==> src/rtl/key_filter_pkg.sv <==
// Shared constants, types and width helpers for the multi-channel key filter.
package key_filter_pkg;

    // 10 ms debounce and 1 s long-press at a 50 MHz system clock.
    localparam int   KF_DEBOUNCE_DEFAULT = 500000;
    localparam int   KF_LONG_DEFAULT     = 50000000;

    // Raw pin level of a released key (pull-up to the rail, switch to ground).
    localparam logic KF_IDLE_LEVEL       = 1'b1;

    // One-cycle event flags produced by a channel on each clock.
    typedef struct packed {
        logic press;
        logic rel;
        logic lng;
    } kf_evt_t;

    // Ceiling log2; kf_clog2(1) = 0.
    function automatic int kf_clog2(input int value);
        int r;
        r = 0;
        for (int v = value - 1; v > 0; v = v >> 1) begin
            r = r + 1;
        end
        return r;
    endfunction

    // Counter width able to hold value-1, never narrower than one bit.
    function automatic int kf_cnt_w(input int value);
        return (kf_clog2(value) < 1) ? 1 : kf_clog2(value);
    endfunction

endpackage

==> src/rtl/key_filter_chan.sv <==
// One key channel: 2-flop synchroniser, restartable debounce counter,
// accepted pressed level with press/release pulses, and long-press detection.
module key_filter_chan
    import key_filter_pkg::*;
#(
    parameter int   DEBOUNCE_CYCLES = KF_DEBOUNCE_DEFAULT,
    parameter int   LONG_CYCLES     = KF_LONG_DEFAULT,
    parameter logic IDLE_LEVEL      = KF_IDLE_LEVEL
) (
    input  logic i_clk,
    input  logic i_rst,
    input  logic i_key,
    output logic o_pressed,
    output logic o_press_pulse,
    output logic o_release_pulse,
    output logic o_long_pulse
);

    localparam int DW = kf_cnt_w(DEBOUNCE_CYCLES);
    localparam int LW = kf_cnt_w(LONG_CYCLES);

    localparam logic [DW-1:0] DCNT_LAST = DW'(DEBOUNCE_CYCLES - 1);
    localparam logic [LW-1:0] LCNT_LAST = LW'(LONG_CYCLES - 1);

    logic          r_sync1;
    logic          r_sync2;
    logic [DW-1:0] r_dcnt;
    logic          r_pressed;
    logic [LW-1:0] r_lcnt;
    logic          r_long_done;
    kf_evt_t       r_evt;

    logic          w_stable_lvl;
    logic          w_differ;
    logic          w_accept;
    logic          w_long_hit;

    // Accepted state expressed as the raw pin level it corresponds to.
    assign w_stable_lvl = r_pressed ? ~IDLE_LEVEL : IDLE_LEVEL;
    assign w_differ     = (r_sync2 != w_stable_lvl);
    assign w_accept     = w_differ && (r_dcnt == DCNT_LAST);

    // A release accepted on the threshold cycle suppresses the long pulse.
    assign w_long_hit   = r_pressed && !w_accept && !r_long_done && (r_lcnt == LCNT_LAST);

    // Bring the asynchronous pin into the clock domain.
    always_ff @(posedge i_clk or posedge i_rst) begin
        if (i_rst) begin
            r_sync1 <= IDLE_LEVEL;
            r_sync2 <= IDLE_LEVEL;
        end else begin
            r_sync1 <= i_key;
            r_sync2 <= r_sync1;
        end
    end

    // Count consecutive cycles the synchronised level disagrees with the accepted one.
    always_ff @(posedge i_clk or posedge i_rst) begin
        if (i_rst) begin
            r_dcnt <= '0;
        end else if (!w_differ || w_accept) begin
            r_dcnt <= '0;
        end else begin
            r_dcnt <= r_dcnt + 1'b1;
        end
    end

    // Toggle the accepted level and raise exactly one event flag per accept or threshold.
    always_ff @(posedge i_clk or posedge i_rst) begin
        if (i_rst) begin
            r_pressed <= 1'b0;
            r_evt     <= '0;
        end else begin
            r_evt.press <= w_accept && !r_pressed;
            r_evt.rel   <= w_accept &&  r_pressed;
            r_evt.lng   <= w_long_hit;
            if (w_accept) begin
                r_pressed <= ~r_pressed;
            end
        end
    end

    // Time the hold after acceptance; saturate and latch done until release.
    always_ff @(posedge i_clk or posedge i_rst) begin
        if (i_rst) begin
            r_lcnt      <= '0;
            r_long_done <= 1'b0;
        end else if (!r_pressed || w_accept) begin
            r_lcnt      <= '0;
            r_long_done <= 1'b0;
        end else if (w_long_hit) begin
            r_long_done <= 1'b1;
        end else if (!r_long_done) begin
            r_lcnt      <= r_lcnt + 1'b1;
        end
    end

    assign o_pressed       = r_pressed;
    assign o_press_pulse   = r_evt.press;
    assign o_release_pulse = r_evt.rel;
    assign o_long_pulse    = r_evt.lng;

endmodule

==> src/rtl/key_filter_multi.sv <==
// N-channel key debouncer: fans the key bus out to independent channel filters.
module key_filter_multi
    import key_filter_pkg::*;
#(
    parameter int   N_KEYS          = 4,
    parameter int   DEBOUNCE_CYCLES = KF_DEBOUNCE_DEFAULT,
    parameter int   LONG_CYCLES     = KF_LONG_DEFAULT,
    parameter logic IDLE_LEVEL      = KF_IDLE_LEVEL
) (
    input  logic              clk,
    input  logic              rst,
    input  logic [N_KEYS-1:0] key,
    output logic [N_KEYS-1:0] key_pressed,
    output logic [N_KEYS-1:0] press_pulse,
    output logic [N_KEYS-1:0] release_pulse,
    output logic [N_KEYS-1:0] long_pulse
);

    for (genvar g = 0; g < N_KEYS; g++) begin : g_chan
        key_filter_chan #(
            .DEBOUNCE_CYCLES (DEBOUNCE_CYCLES),
            .LONG_CYCLES     (LONG_CYCLES),
            .IDLE_LEVEL      (IDLE_LEVEL)
        ) u_chan (
            .i_clk           (clk),
            .i_rst           (rst),
            .i_key           (key[g]),
            .o_pressed       (key_pressed[g]),
            .o_press_pulse   (press_pulse[g]),
            .o_release_pulse (release_pulse[g]),
            .o_long_pulse    (long_pulse[g])
        );
    end

endmodule

==> config.mk <==
export PLATFORM = sky130hd
export DESIGN_NAME = key_filter_multi
export DESIGN_NICKNAME = d
export VERILOG_FILES = /design/src/rtl/key_filter_pkg.sv /design/src/rtl/key_filter_chan.sv /design/src/rtl/key_filter_multi.sv
export SDC_FILE = /design/constraint.sdc
export NUM_CORES = 1
export LEC_CHECK = 0
export ABC_CLOCK_PERIOD_IN_PS = 7900
export CORE_MARGIN = 10
export CORE_UTILIZATION = 52
export DETAILED_ROUTE_END_ITERATION = 8
export DONT_BUFFER_PORTS = 1
export GPL_ROUTABILITY_DRIVEN = 0
export PLACE_DENSITY_LB_ADDON = 0.2
export SLEW_MARGIN = 40
export SYNTH_ARGS = -nofsm -noshare
export SYNTH_HDL_FRONTEND = slang
export SYNTH_SLANG_ARGS = --single-unit
==> constraint.sdc <==
create_clock -name clk -period 7.9 [get_ports clk]
set_clock_uncertainty 0.1 [all_clocks]
set_input_delay 0.79 -clock clk [delete_from_list [all_inputs] [get_ports clk]]
set_output_delay 0.79 -clock clk [all_outputs]
set_load 0.01 [all_outputs]
# --- Word level (Yosys, flattened, before mapping) ---
# Cells that the tools add are included.
word_totals:
  reg_bits: 208
  inputBits: 6
  output_inout_bits: 16
  word_cells: 152
classes:
  addsub: 8
  n_eq_ne: 20
  muxes: 28
  bitwise_logic: 4
  reduce_logical: 56
ops:
  columns: ["op", "n"]
  rows:
  - ["two-way mux 26 bit", 12]
  - ["adder 26 x 1 -> 26 bit, second input constant", 4]
  - ["== test 26 bit, second input constant", 4]
  - ["adder 19 x 1 -> 19 bit, second input constant", 4]
  - ["== test 19 bit, second input constant", 4]
  - ["two-way mux 19 bit", 4]
  - ["logical AND 1 bit", 24]
  - ["logical NOT 1 bit", 16]
  - ["!= test 2 bit, second input constant", 8]
  - ["two-way mux 1 bit", 12]
  - ["logical OR 1 bit", 8]
  - ["AND reduction 2 bit", 4]
  - ["nonzero test 2 bit", 4]
  - ["!= test 1 bit", 4]
  - ["NOT 1 bit", 4]

# --- Logic depth before layout (Yosys ltp) ---
logic_depth:
  ltp_word: 9
  ltp_mapped: 8
  depth_no_buf: 6

# --- Cells and area by module ---
# A second synthesis with hierarchy kept.
hier_totals:
  cells_unflattened: 1068
  area_unflattened_um2: 10470.0
by_module_without_submodules:
  columns: ["mod", "instances", "cells_per_inst", "area_per_inst_um2", "seq_area_each_um2"]
  rows:
  - ["key_filter_chan", 4, 267, 2617.5, 1303.8]

# --- Worst setup path after synthesis ---
# No wires, ideal clock.
synth_timing:
  path_type: "register to register"
  start: "register g_chan[2].u_chan.r_lcnt[16]"
  end: "register g_chan[2].u_chan.r_lcnt[1]"
  setup_time_ns: 0.119
  t_arrival_ns: 1.831
  required_time_ns: 7.681
  setup_slack_ns: 5.850
  stages_incl_launch_ff: 7
  path_buffers: 1
  synth_period_minus_slack_ns: 2.050
  path_cell_list: "dfrtp_1 or4_4 nor4_4 a31o_4 buf_6 mux2i_1 nor2_2"
synth_between:
  elab_chain_cells: 4
synth_rtl:
  columns: ["element", "line_no", "rtl"]
  rows:
  - ["start: declaration", "key_filter_chan.sv:29", "logic [LW-1:0] r_lcnt;"]
  - ["start signal: assignment", "key_filter_chan.sv:94", "r_lcnt <= r_lcnt + 1'b1;"]
  - ["== test 26 bit", "key_filter_chan.sv:44", "assign w_long_hit = r_pressed && !w_accept && !r_long_done && (r_lcnt == LCNT_LAST);"]
  - ["logical AND 1 bit", "key_filter_chan.sv:44", null]
  - ["!= test 2 bit (no line)", null, null]
  - ["AND reduction 2 bit (no line)", null, null]
# No other way between the ends.
# A chain may end at the register's enable or synchronous reset.

# --- Final worst setup path ---
layout_timing:
  start: "register g_chan[3].u_chan.r_dcnt[0]"
  end: "register g_chan[3].u_chan.r_lcnt[5]"
layout_between:
  elab_chain_cells: 8
  elab_cells_between_ends: 11
  cone_classes: "3 x eq/ne; 1 x mux; 7 x reduce/logical"
layout_rtl:
  columns: ["element", "line_no", "rtl"]
  rows:
  - ["start: declaration", "key_filter_chan.sv:27", "logic [DW-1:0] r_dcnt;"]
  - ["start signal: assignment", "key_filter_chan.sv:64", "r_dcnt <= r_dcnt + 1'b1;"]
  - ["== test 19 bit *", "key_filter_chan.sv:41", "assign w_accept = w_differ && (r_dcnt == DCNT_LAST);"]
  - ["logical AND 1 bit *", "key_filter_chan.sv:41", null]
  - ["logical NOT 1 bit", "key_filter_chan.sv:44", null]
  - ["logical AND 1 bit (3 in series)", "key_filter_chan.sv:44", null]
  - ["!= test 2 bit (no line)", null, null]
  - ["AND reduction 2 bit (no line)", null, null]
  - ["end signal: assignment", "key_filter_chan.sv:94", null]
  - ["end: declaration", "key_filter_chan.sv:29", null]
# Mark *: on every way between the ends. The rest lies on a longest branch, timed or not.

==> metrics.log <==
[metrics] status: completed
[metrics] part of the total power dissipated in sequential elements: 0.483
[metrics] part of the total power dissipated in the clock network: 0.501
[metrics] Setup Buffers After CTS: 0
[metrics] endpoints failing setup: 0
[metrics] height of the die: around 160 um
[metrics] Final Net Count: roughly 1100
[metrics] power density relative to cell area: 199 mW/mm^2
[metrics] count of state elements after synthesis: 208
[metrics] synthesized-area fraction occupied by and/or/nand/nor cells: 0.278
[metrics] antenna violations before repair: 0
[metrics] fraction of synthesis flops using an asynchronous set or reset pin: 1.00
[metrics] synthesized instance count: around 1100
[metrics] CTS tree: built
[metrics] count of non-filler cells in the finished layout: ~1300
[metrics] grt ovf: 0
[metrics] die width: 161 um
[metrics] number of cell rows: 51
[metrics] num ports: 22
[metrics] core outline area: 0.0195 sq mm
[metrics] average wire length per cell after detail routing: between 10 and 15 um
[metrics] number of port buffers: 0
[metrics] reported max-cap violation count: 0
[metrics] kind of path behind the tightest hold check: input pin to asynchronous set/reset pin
[metrics] Clock Root Buffer: clkbuf_16
[metrics] signed area change from the synthesized netlist to the final layout: 8.65%
[metrics] antenna-violating nets left: 0
[metrics] Starting Density: 0.530
[metrics] count of distinct cell types in the synthesized netlist: 57
[metrics] layout filler cell count: roughly 1700
[metrics] final count of hold timing violations: 0
[metrics] # DRC: 0
[metrics] complex-gate fraction of the synthesized area: 0.0419
[metrics] Avg Cell Area, Syn: 9.83 sq um
[metrics] peak clock frequency supported by timing: 407 MHz
[metrics] unrepaired setup endpoints after global routing: no
[metrics] Detailed Route Iter0 Violations: 376
[metrics] placed cells: about 1300
[metrics] area enclosed by the die boundary: 0.0260 sq mm
[metrics] register area share after synthesis: 0.504
[metrics] sequential cell area: 0.00522 sq mm
[metrics] total of hold buffers inserted after clock tree synthesis: 0
[metrics] clock latency of the later-clocked register in the worst-skew pair: 0.51 ns
[metrics] number of global-route vias before repair: 7003
[metrics] Worst VDD drop: 0.202 mV
[metrics] critical path launch point type: register
[metrics] total of cells resized after clock tree synthesis: 0
[metrics] data arrival time of the critical path: 2.72 ns
[metrics] adder-cell share of the synthesized area: 0.00967
[metrics] depth of the CTS H-tree: 1
[metrics] via count normalized by instance count: 5.41
[metrics] net switching fraction of the power: 0.206
[metrics] transition at the pin with the smallest max-transition slack: 0.771 ns
[metrics] wire length of the first global-routing pass: between 30 and 40 mm
[metrics] HPWL reported at the end of detailed placement: 11.9 mm
[metrics] clock-pin slew of the registers on the worst-case setup and hold paths: 0.06 ns
[metrics] final wirelength: between 15 and 20 mm
[metrics] Pleak: 4.39 nW
[metrics] tightest hold margin: 0.114 ns
[metrics] number of buffers on the longest clock path: 3
[metrics] combinational cell fraction of total power: 0.016
[metrics] Ant. Diodes: 0
[metrics] Cell Int Power: roughly 1.8 mW
[metrics] Min Clock Period, post-route: 2.46 ns
[metrics] TNS Setup: 0 ns
[metrics] cell area after synthesis: 0.0104 sq mm
[metrics] number of warnings reported in the yosys synthesis log: 0
[metrics] kind of capture point of the worst setup path: register
[metrics] primary flip-flop cell chosen by synthesis mapping: dfrtp_1
[metrics] number of synthesized flops with an enable pin: 0
[metrics] worst setup path class: register to register
[metrics] net count of the mapped netlist: 1068
[metrics] mux share of post-synthesis cell area: 0.00387
[metrics] worst relative slew slack: 0.484
[metrics] pin count of the biggest net entering global routing: 136
[metrics] vias: between 7000 and 8000
[metrics] share of cells above drive strength 1: 0.0813
[metrics] crit share post-route: 0.311
[metrics] final core occ: 0.576
[metrics] detailed-routing iteration count for the pre-antenna-repair pass: 4
[metrics] critical-path maximum fanout: 28
[metrics] global-route usage over all layers: 0.145
[metrics] footprint of the multi-input gates: 0.00478 sq mm
[metrics] number of slew-limit violations in the final report: 0
[metrics] net switching power: ~0.46 mW
[metrics] fraction of synthesized cell area in xor and xnor cells: 0.127
[metrics] endpoint required time on the critical path: 8.16 ns
[metrics] number of clock buffers inserted by TritonCTS: 24
[metrics] TritonCTS sink count: ~210
[metrics] main combinational cell family by area after synthesis: simple AND/OR/NAND/NOR gates
synth_stat cells, types with 8 or more instances:
library cell / count / area share
a211oi_1: 8 / 0.0058
a21oi_1: 25 / 0.012
and3_1: 16 / 0.0097
and4_1: 14 / 0.012
buf_4: 20 / 0.014
dfrtp_1: 200 / 0.48
dfstp_2: 8 / 0.020
ha_1: 8 / 0.0097
inv_1: 21 / 0.0076
nand2_1: 71 / 0.026
nand3_1: 69 / 0.033
nand3b_1: 10 / 0.0072
nand4_1: 49 / 0.030
nor2_1: 204 / 0.074
nor3_1: 37 / 0.018
nor4_1: 19 / 0.011
o21ai_0: 10 / 0.0048
or3_1: 13 / 0.0079
xnor2_1: 72 / 0.061
xor2_1: 78 / 0.066
cell usage in the layout (no fill, tap or decap), drive strengths merged, types with 16 or more instances in the layout:
| cell type | instances |
|---|---|
| a21oi | 26 |
| and3 | 16 |
| clkbuf | 35 |
| dfrtp | 200 |
| inv | 21 |
| nand2 | 75 |
| nand3 | 69 |
| nand4 | 51 |
| nor2 | 205 |
| nor3 | 42 |
| nor4 | 25 |
| xnor2 | 72 |
| xor2 | 78 |
per-stage QoR:
| stage | instance area [sq um] | setup slack, ns | power [mW] |
|---|---|---|---|
| finish | 11300 | 5.44 | 2.24 |
| global route | 11300 | 5.26 | 2.32 |
| CTS | 11300 | 5.41 | 2.28 |
| detailed placement | 10400 | 5.40 | 1.14 |
| global placement | 10400 | 5.36 | 1.14 |
| floorplan | 10400 | 1.34 | 1.13 |
critical path, stage by stage (launching register included):
cell     delay [ns]
dfrtp_1        0.39
ha_1           0.20
nand3_1        0.18
or4_1          0.66
o21ai_4        0.64
nor2_1         0.12
power by group through the flow:
stage,clock (mW),sequential (mW),combinational (mW)
final,1.12,1.08,0.0360
after global routing,1.20,1.08,0.0430
after CTS,1.16,1.08,0.0385
after detailed placement,0,1.10,0.0386
after global placement,0,1.10,0.0375
after floorplan,0,1.10,0.0293
sequential cells by signal (all words and copies together) (netlist names):
register,count
g_chan.u_chan.o_long_pulse,4
g_chan.u_chan.o_press_pulse,4
g_chan.u_chan.o_pressed,4
g_chan.u_chan.o_release_pulse,4
g_chan.u_chan.r_dcnt,76
g_chan.u_chan.r_lcnt,104
g_chan.u_chan.r_long_done,4
g_chan.u_chan.r_sync1,4
g_chan.u_chan.r_sync2,4
final timing paths:
kind                                                 start                              to  slack (ns)  cells past startpoint
worst max-delay path            g_chan[3].u_chan.r_dcnt[0]      g_chan[3].u_chan.r_lcnt[5]        5.44                      5
worst max register to register  g_chan[3].u_chan.r_dcnt[0]      g_chan[3].u_chan.r_lcnt[5]        5.44                      5
worst min-delay path                                   rst     g_chan[2].u_chan.r_lcnt[22]        0.11                      1
min in group clk                                    key[2]        g_chan[2].u_chan.r_sync1        0.17                      0
max in group asynchronous                              rst  g_chan[0].u_chan.o_press_pulse        6.51                      2
worst min register to register    g_chan[1].u_chan.r_sync1        g_chan[1].u_chan.r_sync2        0.25                      0
logic make-up (layout without fill, tap and decap cells):
family,after synthesis,in the layout
DFF,208,208
xor gates and xnor gates,150,150
AOI/OAI and AO/OA,63,63
muxes,4,4
buffers and inverters,62,66
and+or+nand+nor,559,559
adders and majority gates,8,8
layer usage:
metal,share of wire,track usage
met4,0.020,0.0343
met5,0,0
met3,0.037,0.0285
met2,0.45,0.230
met1,0.49,0.201
final cells by class:
class                           count  area share
Sequential cell                   208       0.463
Multi-Input combinational cell    784       0.425
Clock buffer                       35      0.0643
Tap cell                          265      0.0295
Clock inverter                      9     0.00845
Inverter                           21     0.00812
Timing Repair Buffer                1     0.00100
(Power assumes the default switching activity.)
